$ cat src/rtl/fifo_sync_hs_if.sv
// Handshake bundle for fifo_sync_hs: write side (s_*) and first-word-fall-through read side (m_*).
// master = producer/consumer environment, slave = the FIFO.
interface fifo_sync_hs_if #(
   parameter int DATA_WIDE = 64
);
   logic                 s_valid;
   logic                 s_ready;
   logic [DATA_WIDE-1:0] s_data;
   logic                 m_valid;
   logic                 m_ready;
   logic [DATA_WIDE-1:0] m_data;

   modport master (
      output s_valid, s_data, m_ready,
      input  s_ready, m_valid, m_data
   );

   modport slave (
      input  s_valid, s_data, m_ready,
      output s_ready, m_valid, m_data
   );
endinterface

$ cat src/rtl/fifo_sync_hs.sv
// Synchronous FWFT FIFO, any depth >= 2, with fill level, almost-full/empty flags and flush.
// Define FIFO_SYNC_HS_OREG_EN to source m_data/m_valid from an output register (2-edge latency).
module fifo_sync_hs #(
   parameter int  DATA_WIDE  = 64,
   parameter int  FIFO_DEPT  = 16,
   parameter int  AFULL_THR  = 12,
   parameter int  AEMPTY_THR = 2,
   parameter      MODE       = "block",
   localparam int LVL_W      = $clog2(FIFO_DEPT + 1)
) (
   input  logic             clk,
   input  logic             rst_n,
   input  logic             flush,
   fifo_sync_hs_if.slave    bus,
   output logic [LVL_W-1:0] level,
   output logic             almost_full,
   output logic             almost_empty
);

   localparam int               PTR_W    = (FIFO_DEPT > 1) ? $clog2(FIFO_DEPT) : 1;
   localparam logic [LVL_W-1:0] DEPTH_L  = LVL_W'(FIFO_DEPT);
   localparam logic [PTR_W-1:0] LAST_PTR = PTR_W'(FIFO_DEPT - 1);

   if (FIFO_DEPT < 2) begin : g_bad_depth
      $error("fifo_sync_hs: FIFO_DEPT=%0d must be >= 2", FIFO_DEPT);
   end
   if (AFULL_THR < 1 || AFULL_THR > FIFO_DEPT) begin : g_bad_afull
      $error("fifo_sync_hs: AFULL_THR=%0d outside 1..%0d", AFULL_THR, FIFO_DEPT);
   end
   if (AEMPTY_THR < 0 || AEMPTY_THR > FIFO_DEPT - 1) begin : g_bad_aempty
      $error("fifo_sync_hs: AEMPTY_THR=%0d outside 0..%0d", AEMPTY_THR, FIFO_DEPT - 1);
   end

   (* ram_style = MODE *) logic [DATA_WIDE-1:0] mem [FIFO_DEPT];

   logic [PTR_W-1:0]     wr_ptr;
   logic [PTR_W-1:0]     rd_ptr;
   logic [LVL_W-1:0]     level_q;
   logic [LVL_W-1:0]     level_nxt;
   logic                 s_ready_q;
   logic                 push;
   logic                 pop;
   logic                 rd_adv;
   logic                 m_valid_w;
   logic [DATA_WIDE-1:0] m_data_w;

   function automatic logic [PTR_W-1:0] ptr_inc(input logic [PTR_W-1:0] p);
      return (p == LAST_PTR) ? '0 : p + PTR_W'(1);
   endfunction

   always_comb begin
      push      = bus.s_valid & s_ready_q;
      pop       = m_valid_w & bus.m_ready;
      level_nxt = level_q + LVL_W'(push) - LVL_W'(pop);
   end

   always_ff @(posedge clk or negedge rst_n) begin
      if (!rst_n) begin
         wr_ptr    <= '0;
         rd_ptr    <= '0;
         level_q   <= '0;
         s_ready_q <= 1'b0;
      end else if (flush) begin
         wr_ptr    <= '0;
         rd_ptr    <= '0;
         level_q   <= '0;
         s_ready_q <= 1'b1;
      end else begin
         if (push)   wr_ptr <= ptr_inc(wr_ptr);
         if (rd_adv) rd_ptr <= ptr_inc(rd_ptr);
         level_q   <= level_nxt;
         s_ready_q <= (level_nxt < DEPTH_L);
      end
   end

   always_ff @(posedge clk) begin
      if (push && !flush) mem[wr_ptr] <= bus.s_data;
   end

`ifdef FIFO_SYNC_HS_OREG_EN
   logic                 oreg_vld_q;
   logic [DATA_WIDE-1:0] oreg_q;
   logic                 load;

   // The array holds level minus the output-register word; refill when the register empties or is taken.
   always_comb begin
      load      = (level_q != LVL_W'(oreg_vld_q)) && (!oreg_vld_q || bus.m_ready);
      rd_adv    = load;
      m_valid_w = oreg_vld_q;
      m_data_w  = oreg_q;
   end

   always_ff @(posedge clk or negedge rst_n) begin
      if (!rst_n) begin
         oreg_vld_q <= 1'b0;
         oreg_q     <= '0;
      end else if (flush) begin
         oreg_vld_q <= 1'b0;
      end else if (load) begin
         oreg_vld_q <= 1'b1;
         oreg_q     <= mem[rd_ptr];
      end else if (pop) begin
         oreg_vld_q <= 1'b0;
      end
   end
`else
   logic [DATA_WIDE-1:0] hold_q;

   // hold_q shadows the visible head so m_data keeps its last value (and resets to 0) once empty.
   always_ff @(posedge clk or negedge rst_n) begin
      if (!rst_n)         hold_q <= '0;
      else if (m_valid_w) hold_q <= mem[rd_ptr];
   end

   always_comb begin
      rd_adv    = pop;
      m_valid_w = (level_q != '0);
      m_data_w  = m_valid_w ? mem[rd_ptr] : hold_q;
   end
`endif

   assign bus.s_ready  = s_ready_q;
   assign bus.m_valid  = m_valid_w;
   assign bus.m_data   = m_data_w;
   assign level        = level_q;
   assign almost_full  = (level_q >= LVL_W'(AFULL_THR));
   assign almost_empty = (level_q <= LVL_W'(AEMPTY_THR));

endmodule

$ cat src/flat_wrapper.sv
// flat-port wrapper written by rule: the top's interface ports become plain ports
module fifo_sync_hs_flat 
#(
   parameter int  DATA_WIDE  = 64,
   parameter int  FIFO_DEPT  = 16,
   parameter int  AFULL_THR  = 12,
   parameter int  AEMPTY_THR = 2,
   parameter      MODE       = "     ",
   localparam int LVL_W      = $clog2(FIFO_DEPT + 1)
)
  (clk, rst_n, flush, level, almost_full, almost_empty, bus_s_valid, bus_s_data, bus_m_ready, bus_s_ready, bus_m_valid, bus_m_data);
  fifo_sync_hs_if #(.DATA_WIDE(DATA_WIDE)) bus_i ();
  input  logic clk;
  input  logic rst_n;
  input  logic flush;
  output logic [LVL_W-1:0] level;
  output logic almost_full;
  output logic almost_empty;
  input wire logic [$bits(bus_i.s_valid)-1:0] bus_s_valid;
  input wire logic [$bits(bus_i.s_data)-1:0] bus_s_data;
  input wire logic [$bits(bus_i.m_ready)-1:0] bus_m_ready;
  output wire logic [$bits(bus_i.s_ready)-1:0] bus_s_ready;
  output wire logic [$bits(bus_i.m_valid)-1:0] bus_m_valid;
  output wire logic [$bits(bus_i.m_data)-1:0] bus_m_data;
  assign bus_i.s_valid = bus_s_valid;
  assign bus_i.s_data = bus_s_data;
  assign bus_i.m_ready = bus_m_ready;
  assign bus_s_ready = bus_i.s_ready;
  assign bus_m_valid = bus_i.m_valid;
  assign bus_m_data = bus_i.m_data;
  fifo_sync_hs #(.DATA_WIDE(DATA_WIDE), .FIFO_DEPT(FIFO_DEPT), .AFULL_THR(AFULL_THR), .AEMPTY_THR(AEMPTY_THR), .MODE(MODE)) u_core (.clk(clk), .rst_n(rst_n), .flush(flush), .bus(bus_i), .level(level), .almost_full(almost_full), .almost_empty(almost_empty));
endmodule
$ cat config.mk
export PLATFORM = sky130hd
export DESIGN_NAME = fifo_sync_hs_flat
export DESIGN_NICKNAME = d
export VERILOG_FILES = /design/src/rtl/fifo_sync_hs_if.sv /design/src/rtl/fifo_sync_hs.sv /design/src/flat_wrapper.sv
export SDC_FILE = /design/constraint.sdc
export NUM_CORES = 1
export LEC_CHECK = 0
export ABC_AREA = 1
export BUFFER_PORTS_ARGS = -buffer_cell sky130_fd_sc_hd__buf_2
export CORE_ASPECT_RATIO = 2
export CORE_MARGIN = 2
export CORE_UTILIZATION = 60
export CTS_CLUSTER_DIAMETER = 100
export CTS_CLUSTER_SIZE = 25
export DETAILED_ROUTE_END_ITERATION = 10
export GPL_ROUTABILITY_DRIVEN = 0
export PLACE_DENSITY_LB_ADDON = 0.1
export SLEW_MARGIN = 20
export SYNTH_ARGS = -nofsm -noshare
export SYNTH_HDL_FRONTEND = slang
export SYNTH_SLANG_ARGS = --single-unit
$ cat constraint.sdc
create_clock -name clk -period 7.93 [get_ports clk]
set_clock_uncertainty 0.2 [all_clocks]
set_input_delay 0 -clock clk [delete_from_list [all_inputs] [get_ports clk]]
set_output_delay 0 -clock clk [all_outputs]
set_load 0.02 [all_outputs]
# Yosys cells after proc, flatten, opt, wreduce, memory -nomap -nowiden
# Memories as Yosys holds them, arrays and structs flattened.
# Index checks and enable logic that the tools add are counted.
# word_totals
ff_bits,78
ram_bits,1024
out_inout_bits,73
wordCells,33
memories,1
# op_classes
addsub,4
order_cmp,3
n_eq_ne,2
n_mux,11
bitwise_logic,2
n_reduce_logical,5
# memory_table
memory,depth,width,rd,rd_clocked_by_memory_dff,wr,line_no,rtl
u_core.mem,16,64,1,0,1,fifo_sync_hs.sv:34,(* ram_style = MODE *) logic [DATA_WIDE-1:0] mem [FIFO_DEPT];
# ops
op,count
two-way mux 64 bit,1
two-way mux 4 bit,6
adder 4 x 1 -> 4 bit (second input constant),2
== test 4 bit (second input constant),2
adder 5 x 1 -> 5 bit,1
>= comparator 5 x 4 -> 1 bit (second input constant),1
less-or-equal comparator 5 x 2 -> 1 bit (second input constant),1
less-than comparator 5 bit (second input constant),1
two-way mux 5 bit,1
nonzero test 5 bit,1
subtractor 5 x 1 -> 5 bit,1
nonzero test 2 bit,2
two-way mux 1 bit,3
AND 1 bit,2
logical AND 1 bit,1
zero test 1 bit,1

# Longest topological paths before layout
# Gate-level depths: netlist (run 1).
# depth
depth_word,5
mapped_depth,16
depth_no_buf,16

# Worst setup path after synthesis (run 1)
# Ideal clock, no wire load.
# synth_path
path_kind,flip-flop to flip-flop
start,register u_core.s_ready_q (netlist: u_core.bus.s_ready)
end,memory u_core.mem[1][0] (enable)
setup_ns,0.565
t_arrival_ns,5.427
required_time_ns,7.165
path_slack_ns,1.738
path_stages_with_launch,6
path_buffers,1
period_less_slack_ns,6.192
cell_sequence,dfrtp_1 > nand2_1 > nor2_1 > inv_1 > clkbuf_1 > nor3_1
# synth_between
elab_chain_cells,4
# synth_rtl
item,line_no,rtl
"start, declared",fifo_sync_hs.sv:40,logic s_ready_q;
"start signal, assigned",fifo_sync_hs.sv:72,s_ready_q <= (level_nxt < DEPTH_L);
AND 1 bit,fifo_sync_hs.sv:52,push = bus.s_valid & s_ready_q;
logical AND 1 bit,fifo_sync_hs.sv:77,if (push && !flush) mem[wr_ptr] <= bus.s_data;
two-way mux 1 bit,fifo_sync_hs.sv:77,
two-way mux 1 bit (implied by the code),fifo_sync_hs.sv:77,
"end, declared",fifo_sync_hs.sv:34,
# No other way between the ends.

# Final worst setup path (run 1)
# layout_path
start,register u_core.rd_ptr[0]
end,output bus_m_data[6]
# layout_between
elab_chain_cells,2
# layout_rtl
item,line_no,rtl
"start, declared",fifo_sync_hs.sv:37,logic [PTR_W-1:0] rd_ptr;
"start signal, assigned",fifo_sync_hs.sv:70,if (rd_adv) rd_ptr <= ptr_inc(rd_ptr);
memory read (16 x 64 bit),--,
two-way mux 64 bit,--,
"end, declared",flat_wrapper.sv:24,output wire logic [$bits(bus_i.m_data)-1:0] bus_m_data;
# No other way between the ends.

==> impl_metrics.tcl, run 1 <==
set metrics [dict create \
    final-seq-area_um2 32710 \
    slew_violations 0 \
    cts.sinks 1102 \
    cts.htree.levels 2 \
    ys.flop_type "edfxtp_1" \
    drive_above_1_share_pct 7.093 \
    nets 3934 \
    ys_seq_area_share_pct 74.51 \
    status "finished clean" \
    arrival_ns 4.41 \
    timing_worst_setup_path_type "flop to primary output" \
    grt_pass1_wl_um 170700 \
    critPathMaxFanout 213 \
    cp-start-kind "flop" \
    cts_buffers 50 \
    hpwlAfterDp_um 58000 \
    setup.worst_path.start "u_core.rd_ptr[0]" \
    fillers 5341 \
    cts_tree "yes" \
    path_clk_slew_ns 0.10 \
    multi_input_area_um2 10110 \
    final.min_clock_period_ns 4.608 \
    power.density_nw_per_um2 276.6 \
    crit_buf_inv 3 \
    top_layer "met5" \
    grt_max_degree 233 \
    max_freq_mhz 217.0 \
    cts_setup_buffers 0 \
    setup_viol 0 \
    synth_seq_cells 1102 \
    p_leak_nw 17.65 \
    muxShareOfSynthArea_pct 0 \
    dr_total_vias 28690 \
    rows 140 \
    die-height_um 386.5 \
    cp_common_cell "nand3_1" \
    dieArea_um2 75450 \
    min_delay_path_depth 2 \
    synth_cells 3741 \
    syn_area_um2 43890 \
    antenna_found_initial 6 \
    synthSimpleGateAreaFrac_pct 20.60 \
    final_cell_mix "nand2_1 (1,622), edfxtp_1 (1,024), nand3_1 (518)" \
    rsz0062_at_grt "no" \
    yosys.cell_types.count 22 \
    worstPathRequired_ns 7.73 \
    io_pins 142 \
    hold_viol_final 0 \
    end_kind "primary output" \
    die_x_um 195.2 \
    stdcell_area_um2 47510 \
    core-area_um2 72690 \
    viasPerCell 5.954 \
    r2r-end "u_core.hold_q[6]" \
    synth-compound-area-share_pct 1.696 \
    met3WireLength_um 7622 \
    synth_async_sr_flop_share_pct 7.078 \
    drt_wl_total_um 114200 \
    yosysWarnings 0 \
    clock_path_buffers 3 \
    cp.depth 9 \
    relSlewSlack_pct 22.44 \
    synth_top_family_by_area "simple AND/OR/NAND/NOR gates" \
    drt_first_pass_iters 6 \
    fin_tns_setup_ns 0 \
    yosys.area_share.xor_xnor_pct 0.01996 \
    grt_overflow 0 \
    max_stage_delay_ns 0.94 \
    place_inst 4647 \
    worst_pin_slew_ns 1.163 \
    synth_enable_flop_cells 1024 \
    hold_slack_ns 0.07141 \
    worst_path_max_delay_cell "buf_4" \
    final_core_util_pct 65.36 \
    wl_met2_um 59800 \
    path_cells "buf_12 -> buf_4 -> nand2_1 -> nand3_1 -> nand3_1 -> nand3_1 -> nand3_1 -> nand2_1 -> buf_2" \
    maxCapViolations 0 \
    r2r_slack_ns 4.09 \
    syn_area_per_cell_um2 11.73 \
    grt_pass1_vias 28370 \
    place_area_um2 45240 \
    drtIter0Drc 2939 \
    ant_nets 0 \
    synthAdderAreaFrac_pct 0.4733 \
    r2r-start "u_core.rd_ptr[0]" \
    finalNonFillerCells 4819 \
    m1WireLength_um 42280 \
    hold_class "input pin to flop" \
    clk_latency_ns 0.64 \
    final_common_cell "nand2_1" \
    grt_usage_pct 30.30 \
    reg2reg_depth 8 \
    wire_per_inst_um 23.69 \
    crit_path_end "bus_m_data[6]" \
    period_share_pct 58.10 \
    start_util_pct 60.37 \
    port_buffers 141 \
    crit_family "buffers and inverters" \
    ir_drop_uv 300.8 \
    drc 0 \
    syn-num-nets 3826 \
    ctsRootBufferMaster "clkbuf_16" \
    syn2layout_area_growth_pct 8.260 \
]
## state kept, by name, summed over array words and instances, names as in the netlist
signal,count
u_core.wr_ptr,4
u_core.level,5
u_core.hold_q,64
u_core.bus.s_ready,1
u_core.mem,1024
u_core.rd_ptr,4
## where the power goes
part | internal, mW | switching (mW)
logic | 0.908 | 2.48
clock network | 1.28 | 1.75
registers | 6.61 | 0.119
total | 8.79 | 4.35
## final cells by class
type	instances	area share, %
diodes	5	0.02634
clock buffers	93	3.108
clock inverters	1	0.06320
inverters	30	0.2844
multi-input cells	2397	21.28
flip-flops and latches	1102	68.85
well taps	923	2.431
repair buffers	268	3.953
## worst min-delay path by stage
stage,to,slack (ns),start
after global placement,u_core.hold_q[15],-0.14,rst_n
after floorplan,u_core.bus.s_ready,-0.50,rst_n
after detailed placement,u_core.hold_q[15],-0.13,rst_n
after global routing,u_core.mem[4][42],0.07,bus_s_data[42]
final,u_core.mem[8][42],0.07,bus_s_data[42]
after CTS,u_core.mem[12][50],0.03,bus_s_data[50]
## per-layer routing
metal	vias up	global-route usage, %
li1	13000	-
met1	14130	38.07
met2	1295	53.86
met3	272	3.121
met4	2	12.28
met5	-	0
## metrics by stage
step / worst slack, ns / power (mW)
final: 3.322 / 13.14
after global routing: 3.120 / 13.73
after CTS: 3.342 / 13.20
after detailed placement: 4.070 / 10.21
after global placement: 4.158 / 10.13
after floorplan: 1.738 / 9.079
## cell families (layout without fill, tap and decap cells)
family | Yosys count | count (layout)
AOI/OAI and AO/OA | 148 | 148
xor gates and xnor gates | 1 | 1
adders and majority gates | 16 | 16
buffers and inverters | 242 | 392
DFF | 1102 | 1102
other | 0 | 5
and+or+nand+nor | 2232 | 2232
## synth_stat cells, types with 11 or more instances
library cell	instances	area share, %
nand2_1	1623	14
edfxtp_1	1024	70
buf_4	20	0.34
buf_1	16	0.14
nor2_1	79	0.68
a21oi_1	135	1.5
nand3_1	518	5.9
clkbuf_1	25	0.21
o21ai_0	11	0.13
nor3_1	11	0.13
buf_2	150	1.7
ha_1	15	0.43
dfrtp_1	78	4.4
inv_1	28	0.24
## repair_timing
action                                  4_1_cts  5_1_grt
endpoints found under the setup margin        0        0
hold buffers                                 73        0
gates resized for setup                       0        0
endpoints found under the hold margin      1116        0
(Power assumes the default switching activity.)
==> inputs of run 2 (changes only) <==
Settings changed: CORE_UTILIZATION 60 to 56.
Clock period 7.93 ns to 3.73 ns, I/O delays scaled along.
==> run 2 against run 1 <==
Against the previous run:
- setup slack got worse by 3.1 ns
- count of clock-buffer cells in the layout shrank 2
- wire length is 0.13% lower
- final cell count increased by 2.6%
- highest routed layer is now met4
- register-to-register slack got worse by 3.5 ns
- non-clock buffer count rose by 21
- worst hold slack worse by 0.020 ns
- utilization fell by 3.4 points
- combinational power up 120%
- global-route usage shrank 2.1 points
==> impl_metrics.tcl, run 2 (synthesis gave the netlist of run 1 again) <==
set metrics [dict create \
    status "finished clean" \
    nets 3955 \
    hold_slack_ns 0.05168 \
    grt_max_degree 149 \
    final.min_clock_period_ns 3.479 \
    start_util_pct 56.39 \
    ir_drop_uv 685.4 \
    rsz0062_at_grt "no" \
    antenna_found_initial 4 \
    worstPathRequired_ns 3.53 \
    regMostFlops "u_core.mem" \
    io_pins 142 \
    grt_overflow 0 \
    arrival_ns 3.28 \
    path_cells "inv_1 -> ha_1 -> nand4_1 -> buf_4 -> clkinv_4 -> buf_4 -> nand2_1 -> nand2_1 -> buf_2" \
    drtIter0Drc 2573 \
    wire_per_inst_um 23.06 \
    hold_viol_final 0 \
    r2r_slack_ns 0.56 \
    stdcell_area_um2 48210 \
    final_common_cell "nand2_1" \
    ctsRootBufferMaster "clkbuf_16" \
    period_share_pct 93.28 \
    drc 0 \
    setup_viol 0 \
    final_cell_mix "nand2_1 (1,622), edfxtp_1 (1,024), nand3_1 (518)" \
    worst_pin_slew_ns 0.9680 \
    maxCapViolations 0 \
    dieArea_um2 80760 \
    grt-busiest-layer "met2" \
    cts_setup_buffers 0 \
    power.density_nw_per_um2 580.1 \
    end_kind "primary output" \
    place_area_um2 45960 \
    drt_first_pass_iters 6 \
    hpwlAfterDp_um 58390 \
    dr_total_vias 28750 \
    use_met2_pct 50.93 \
    clk_latency_ns 0.66 \
    critPathMaxFanout 28 \
    die_x_um 202.0 \
    timing_worst_setup_path_type "flop to primary output" \
    cts.sinks 1102 \
    ant_nets 0 \
    globalRouteMet3Util_pct 2.543 \
    core-area_um2 77830 \
    clock_path_buffers 3 \
    max_stage_delay_ns 0.49 \
    cts_buffers 50 \
    dp_slack_ns 0.6021 \
    final_core_util_pct 61.94 \
    slew_violations 0 \
    cts.htree.levels 2 \
    relSlewSlack_pct 35.40 \
    grt_pass1_vias 28430 \
    cp-start-kind "flop" \
    syn2layout_area_growth_pct 9.853 \
    hold_class "input pin to flop" \
    gr-usage-met1_pct 35.05 \
    p_leak_nw 17.94 \
    cts_tree "yes" \
    worst_path_max_delay_cell "buf_4" \
    grt_usage_pct 28.17 \
    viasPerCell 5.814 \
    port_buffers 141 \
    largest_register_ff_count 1024 \
    die-height_um 399.9 \
    path_clk_slew_ns 0.10 \
    drt_wl_total_um 114000 \
    drive_above_1_share_pct 7.517 \
    fin_ws_ns 0.2508 \
    max_freq_mhz 287.4 \
    grt_pass1_wl_um 169900 \
    rows 145 \
]
[run 2: cell type report]
cell class              instances  area [um2]
fillers                      5936       29620
clock buffers                  91        1426
well taps                    1029        1287
diodes                          5       12.51
multi-input cells            2397       10180
clock inverters                 2       38.79
repair buffers                289        2412
inverters                      30       140.1
flip-flops and latches       1102       32710
[run 2: critical path, delay by kind of cell (launching register included)]
kind	cells	cell delay, ns
buf+inv	5	1.56
fa+ha+maj	1	0.23
flops	1	0.45
simple gates	3	0.31
[run 2: path summary, 6_finish.rpt]
path	start	to	depth (start not counted)
setup reg to reg	u_core.level[2]	u_core.level[1]	12
setup / recovery	u_core.level[2]	bus_m_data[9]	9
max in group asynchronous	rst_n	u_core.hold_q[26]	4
hold reg to reg	u_core.hold_q[57]	u_core.hold_q[57]	2
min in group asynchronous	rst_n	u_core.hold_q[54]	4
hold / removal	bus_s_data[5]	u_core.mem[1][5]	2
[run 2: where the power goes]
group          switching (mW)  total (mW)  internal, mW
logic                    5.36        7.41          2.06
registers               0.188        14.2          14.0
clock network            3.69        6.32          2.63
total                    9.23        28.0          18.7
[run 2: timing repair]
| item | CTS | global route |
|---|---|---|
| hold endpoints to repair | 1116 | 0 |
| gates resized for setup | 1 | 0 |
| hold buffers | 75 | 0 |
| endpoints found under the setup margin | 38 | 0 |
[run 2: metrics by stage]
step           instances  total power [mW]  TNS [ns]
2_1_floorplan       3741             19.30   -540.79
3_3_place_gp        4772             21.61         0
3_5_place_dp        4772             21.85         0
4_1_cts             4940             28.13         0
5_1_grt             4944             29.28         0
6_report            4945             27.96         0
[run 2: per-layer routing]
metal / routed length, um / vias to the layer above
met2: 59500 / 1219
met5: 0 / -
li1: - / 13050
met1: 43310 / 14240
met4: 4203 / 0
met3: 6996 / 240
